[config.mk]
export PLATFORM = sky130hd
export DESIGN_NAME = car_alarm_ctrl
export DESIGN_NICKNAME = d
export VERILOG_FILES = /design/src/rtl/car_alarm_ctrl.sv
export SDC_FILE = /design/constraint.sdc
export NUM_CORES = 1
export LEC_CHECK = 0
export CAP_MARGIN = 20
export CORE_AREA = 2 2 40 42
export DETAILED_ROUTE_END_ITERATION = 10
export DIE_AREA = 0 0 42 44
export GPL_TIMING_DRIVEN = 0
export MAX_ROUTING_LAYER = met4
export PLACE_DENSITY = 0.8
export RECOVER_POWER = 100
export SLEW_MARGIN = 20
export SYNTH_ARGS = -nofsm -noshare
export SYNTH_HDL_FRONTEND = slang
export SYNTH_SLANG_ARGS = --single-unit
[constraint.sdc]
create_clock -name clk -period 1.88 [get_ports clk]
set_input_delay 0.188 -clock clk [delete_from_list [all_inputs] [get_ports clk]]
set_output_delay 0.188 -clock clk [all_outputs]
set_load 0.03 [all_outputs]
[src/rtl/car_alarm_ctrl.sv]
// Vehicle alarm controller: latching intrusion/panic alarms driving the horn
// (Bocina) with a guaranteed minimum on-time, plus a sticky cause record.
module car_alarm_ctrl #(
    parameter int unsigned MIN_ON_CYCLES = 4
) (
    input  logic       clk,
    input  logic       rst,
    input  logic       A,
    input  logic       P,
    input  logic       Co,
    input  logic       Ca,
    input  logic       G,
    input  logic       V,
    input  logic       Pa,
    output logic       Bocina,
    output logic [4:0] Causa
);

    localparam int unsigned CW = $clog2(MIN_ON_CYCLES + 1);
    localparam logic [CW-1:0] HOLD_LOAD = CW'(MIN_ON_CYCLES - 1);

    localparam logic [1:0] S_DISARMED = 2'd0;
    localparam logic [1:0] S_ARMED    = 2'd1;
    localparam logic [1:0] S_ALARM    = 2'd2;
    localparam logic [1:0] S_PANIC    = 2'd3;

    logic [1:0]    state_q, state_d;
    logic [CW-1:0] cnt_q, cnt_d;
    logic [4:0]    causa_q, causa_d;
    logic          bocina_q, bocina_d;

    logic [4:0] sens;
    logic       trig;
    logic       cnt_zero;

    assign sens     = {V, G, Ca, Co, P};
    assign trig     = A & (|sens);
    assign cnt_zero = (cnt_q == '0);

    always_comb begin
        state_d = state_q;
        cnt_d   = cnt_q;

        if (Pa) begin
            state_d = S_PANIC;
            cnt_d   = HOLD_LOAD;
        end else begin
            case (state_q)
                S_PANIC: begin
                    if (!cnt_zero) begin
                        cnt_d = cnt_q - CW'(1);
                    end else if (trig) begin
                        state_d = S_ALARM;
                        cnt_d   = HOLD_LOAD;
                    end else begin
                        state_d = A ? S_ARMED : S_DISARMED;
                    end
                end
                S_ALARM: begin
                    // Counter saturates at zero; exit needs both disarm and an expired hold.
                    if (!cnt_zero) begin
                        cnt_d = cnt_q - CW'(1);
                    end else if (!A) begin
                        state_d = S_DISARMED;
                    end
                end
                default: begin
                    if (trig) begin
                        state_d = S_ALARM;
                        cnt_d   = HOLD_LOAD;
                    end else begin
                        state_d = A ? S_ARMED : S_DISARMED;
                    end
                end
            endcase
        end
    end

    always_comb begin
        causa_d = causa_q;
        if (state_d == S_ALARM) begin
            causa_d = causa_q | (sens & {5{A}});
        end else if (state_d == S_DISARMED) begin
            causa_d = '0;
        end
    end

    assign bocina_d = (state_d == S_ALARM) || (state_d == S_PANIC);

    always_ff @(posedge clk) begin
        if (rst) begin
            state_q  <= S_DISARMED;
            cnt_q    <= '0;
            causa_q  <= '0;
            bocina_q <= 1'b0;
        end else begin
            state_q  <= state_d;
            cnt_q    <= cnt_d;
            causa_q  <= causa_d;
            bocina_q <= bocina_d;
        end
    end

    assign Bocina = bocina_q;
    assign Causa  = causa_q;

endmodule

======== After elaboration in Yosys (flattened, before gate mapping) ========
Index checks and enable logic that the tools add are counted.
storage, ports and cells
  register bits ........................... 11
  input port bits ......................... 9
  output and inout port bits .............. 6
  logic and storage cells ................. 35
cells by class
  add/subtract/negate cells ............... 1
  equality and inequality tests ........... 6
  mux-type cells .......................... 14
  bitwise gates (word level) .............. 3
  reduce and logical (&&, ||, !) cells .... 6
operators by type and width
  operator               number
  $mux W2                6
  $mux W5                2
  $mux W3                3
  $eq A2 B2 Y1 const B   4
  $pmux W3 S2            1
  $and A5 B5 Y5          1
  $or A5 B5 Y5           1
  $reduce_or A5 Y1       1
  $pmux W2 S2            1
  $logic_not A3 Y1       1
  $ne A3 B3 Y1 const B   1
  $sub A3 B1 Y3 const B  1
  $logic_not A2 Y1       1
  $ne A2 B2 Y1 const B   1
  $reduce_bool A2 Y1     1
  $reduce_or A2 Y1       1
  $and A1 B1 Y1          1
  $logic_or A1 B1 Y1     1
  $mux W1                1

======== Depth between registers and ports, before layout ========
  depth after elaboration ................. 9
  mapped depth ............................ 5
  gate-level depth less buffers ........... 5

======== Least setup slack after synthesis ========
No wires, ideal clock.
  kind .................................... register to register
  start ................................... register cnt_q[0]
  end ..................................... register cnt_q[0]
  arrival time ............................ 1459 ps
  data required time ...................... 1785 ps
  slack ................................... 326 ps
  cell stages (with the launch flop) ...... 6
  buffers on the path ..................... 0
  period minus slack after synthesis ...... 1554 ps
  path through ............................ dfxtp_1 > inv_1 > ha_1 > nor2b_1 > mux2_2 > a221oi_1
between the ends
  word-level cells in the longest chain between the ends .. 4
  elaborated cells on any way between the ends .. 8
  classes of those cells .................. add/sub (1); eq/ne (1); mux (5); reduce/logical (1)
ends and longest elaborated chain
  what                                   line    text
  start: declaration                     28      logic [CW-1:0] cnt_q, cnt_d;
  start signal: assignment               98      cnt_q <= cnt_d;
  $sub A3 B1 Y3 (tied with other cells)  51, 62
  $mux W3, on equally long branches      61, 50
  $pmux W3 S2                            48      case (state_q)
  $mux W2                                44      if (Pa) begin
Several ways; a longest one is shown, not always the timed one. The select of a mux whose other input is x is not followed.
A chain may end at the register's enable or synchronous reset.

======== Final worst setup path ========
  start ................................... input P
  end ..................................... register state_q[0]
between the ends
  word-level cells in the longest chain between the ends .. 6
ends and longest elaborated chain
  what                    line    text
  start: declaration      9       input logic P,
  $reduce_or A5 Y1 (*)    37      assign trig = A & (|sens);
  $and A1 B1 Y1 (*)       37
  $mux W2 (*)             52, 68
  $mux W2                 50      if (!cnt_zero) begin
  $pmux W2 S2 (*)         48
  $mux W2 (*)             44
  end signal: assignment  97      state_q <= state_d;
  end: declaration        27      logic [1:0] state_q, state_d;
Every way passes the cells marked *; elsewhere a longest branch is shown, timed or not.

==> metrics.log <==
[metrics] result of the run: completed
[metrics] Post-Syn Nets: 76
[metrics] buffer type at the clock tree root: clkbuf_4
[metrics] Max Root-Sink Buffers: 2
[metrics] most frequent cells after synthesis: dfxtp_1, inv_1, a211oi_1
[metrics] count of input and output buffers: 13
[metrics] height of the die: approximately 44 um
[metrics] area growth from synthesis to layout: 29.34%
[metrics] number of ports placed on the die boundary: 15
[metrics] largest net degree at the start of global routing: 11
[metrics] number of slew-limit violations in the final report: 0
[metrics] relative slew slack: 0.6622
[metrics] combined area of all synthesized cells: 584.3 um2
[metrics] width of the die: 42 um
[metrics] cell accounting for the most synthesized area: dfxtp_1
[metrics] VDD IR max: 385.4 uV
[metrics] Wirelength per Cell: roughly 13 um
[metrics] full die area: 1848 um2
[metrics] power per cell area: 724.0 nW/um2
[metrics] area share of the leading cell type in the synthesized netlist: 0.3769
[metrics] total CTS buffers: 3
[metrics] transition time at the pin with the least slew margin: 0.5057 ns
[metrics] setup TNS: 0 ns
[metrics] setup repair bufs after CTS: 0
[metrics] setup-violating endpoint count in the final report: 0
[metrics] post-cts hold buffer count: 0
[metrics] routed via count divided by cell count: approximately 5.7
[metrics] All-Layer GR Usage: 0.1569
[metrics] number of global-route vias before repair: 480
[metrics] Antenna Diode Count: 0
[metrics] number of distinct library cell variants in the gate-level netlist after synthesis: 24
[metrics] Yosys warning count: 0
[metrics] buffers and inverters on the worst path: 1
[metrics] detailed-route wire length: 1.245 mm
[metrics] gate count after technology mapping: 65
[metrics] Min Clock Period, post-route: 1.785 ns
[metrics] source-to-sink clock delay at the later pin of the worst-skew pair: approximately 0.27 ns
[metrics] CP arrival: between 1.5 and 2 ns
[metrics] clock sink total: 11
[metrics] antenna violation net count after detailed routing: 0
[metrics] global-route wire length before repair: 2.063 mm
[metrics] Min-Delay Path Class: input pin to register
[metrics] fraction of layout instances using a drive strength above 1: 0.06098
[metrics] core area: between 1000 and 1500 um2
[metrics] most frequently used cell type in the post-synthesis netlist: dfxtp_1
[metrics] worst clock skew on the final layout: 0.006596 ns
[metrics] number of register bits inferred by synthesis: 11
[metrics] Initial Util: 0.4118
[metrics] Post-synth top flop: dfxtp_1
[metrics] antenna violations before repair: 0
[metrics] Critical Path, Cell by Cell: dlygate4sd3_1, or4_1, or3b_1, a221oi_1
[metrics] critical-path cell with the highest stage delay: or4_1
[metrics] Crit path required time: between 2 and 2.5 ns
[metrics] detailed-router iteration count before antenna repair: 5
[metrics] startpoint type of the worst setup path: input pin
[metrics] async set-reset flop share out of synthesis: 0
[metrics] Worst Min Path Start: Pa
[metrics] EDFF count, synth: 0
[metrics] hold violation count in the final report: 0
[metrics] clock tree from TritonCTS: yes
[metrics] number of remaining DRC errors: 0
[metrics] post-synthesis average cell area: approximately 9 um2
[metrics] startpoint-to-endpoint class of the critical path: input pin to register
[metrics] floorplan row count: 14
[metrics] sequential cell area fraction in the yosys report: 0.3769
[metrics] estimated wirelength of the detail-placed design: 916 um
[metrics] critical register-to-register path startpoint: cnt_q[0]$_SDFFE_PP0P_
[metrics] f_max: approximately 0.56 GHz
[metrics] Setup crit end kind: register
[metrics] biggest area contributors in the synthesized netlist: dfxtp_1, a211oi_1, o311ai_0
[metrics] CP Max Fanout: 3
[metrics] DR iter-0 viols: 11
[metrics] # nets final: 94
[metrics] final clock period utilization by the worst path: 0.9494
[metrics] biggest cell delay along the critical path: 0.57 ns
[metrics] unrepaired setup endpoints after global routing: no
[metrics] routability-driven placement congestion ratio: 0.8512
[metrics] H-tree depth: 1
[metrics] Via Count: about 560
[metrics] grt total ovfl: 0
[metrics] maximum capacitance violations: 0
[metrics] kind of cell adding the most delay to the critical path: simple AND/OR/NAND/NOR gates
[metrics] Worst-path clk slew: 0.08 ns
[metrics] Leak Pwr: 0.2897 nW
[metrics] launching instance or port of the critical path: P
[metrics] Post-Route Utilization: 0.5326
layout by cell type (no fill, tap or decap):
| cell | n |
|---|---|
| clkbuf_1 | 4 |
| a21oi_1 | 1 |
| a211oi_2 | 1 |
| nand2_1 | 1 |
| clkbuf_4 | 3 |
| o21ai_0 | 1 |
| o211a_1 | 1 |
| and3_1 | 1 |
| nand2b_1 | 2 |
| or3b_1 | 1 |
| a221oi_1 | 2 |
| dfxtp_1 | 11 |
| ha_1 | 2 |
| nor2_1 | 5 |
| clkdlybuf4s50_1 | 6 |
| o311ai_0 | 5 |
| mux2_2 | 1 |
| a211oi_1 | 8 |
| nor2b_1 | 2 |
| or4_1 | 1 |
| nor4b_1 | 1 |
| inv_1 | 10 |
| nand3b_1 | 1 |
| o32ai_1 | 1 |
| dlygate4sd3_1 | 7 |
| a21o_1 | 1 |
| a311oi_1 | 2 |
repair_timing:
item | 4_1_cts | 5_1_grt
hold endpoints to repair | 0 | 0
endpoints found under the setup margin | 0 | 7
resized for setup | 0 | 1
metrics by stage:
| step | cells | setup WS [ns] | hold slack [ns] | instance area, um2 | total power [mW] |
|---|---|---|---|---|---|
| after global placement | 94 | -0.01829 | 0.4440 | 734.5 | 0.3879 |
| after floorplan | 65 | 0.3258 | 0.3079 | 584.3 | 0.3442 |
| after CTS | 98 | 0.09430 | 0.3839 | 760.7 | 0.5579 |
| after detailed placement | 94 | -0.003022 | 0.4491 | 734.5 | 0.3913 |
| final | 98 | 0.09518 | 0.4023 | 755.7 | 0.5472 |
| after global routing | 98 | 0.003844 | 0.4050 | 755.7 | 0.5831 |
final cells by class:
| type | count | area, um2 |
|---|---|---|
| timing repair buffer | 13 | 130.1 |
| multi-input combinational | 41 | 310.3 |
| tap | 16 | 20.02 |
| sequential | 11 | 220.2 |
| buffer | 3 | 11.26 |
| inverter | 10 | 37.54 |
| clock buffer | 4 | 26.28 |
| fill | 131 | 663.1 |
worst paths after layout:
path | cells past startpoint | slack [ns] | endpoint
worst min register to register | 2 | 0.45 | Causa[3]$_SDFFE_PP0P_
worst max-delay path | 4 | 0.1 | state_q[0]$_SDFF_PP0_
worst min-delay path | 3 | 0.40 | cnt_q[2]$_SDFFE_PP0P_
worst max register to register | 5 | 0.1 | cnt_q[0]$_SDFFE_PP0P_
sequential cells by signal, indices dropped and copies added (netlist names):
signal	flops
Bocina	1
Causa	5
cnt_q	3
state_q	2
where the power goes:
group          switching, mW  internal, mW
clock                 0.0828        0.0821
combinational         0.0721        0.0535
sequential           0.00790         0.249
kinds of logic after synthesis:
logic type | synth area share
compound gates | 0.3233
fa+ha+maj | 0.04282
buf+inv | 0.08352
flops | 0.3769
mux | 0.01927
simple gates | 0.1542
layer usage:
layer	track usage	wire (um)	up-vias
li1	-	-	281
met1	0.1904	611	259
met2	0.2156	536	13
met3	0.05000	62	4
met4	0.1161	34	0
met5	-	0	-
worst register-to-register path: stages, from the launching register on:
cell,delay [ns]
dfxtp_1,0.33
inv_1,0.09
ha_1,0.19
nor2b_1,0.39
mux2_2,0.39
a221oi_1,0.29
No activity file was read; power rests on OpenSTA's default activity.
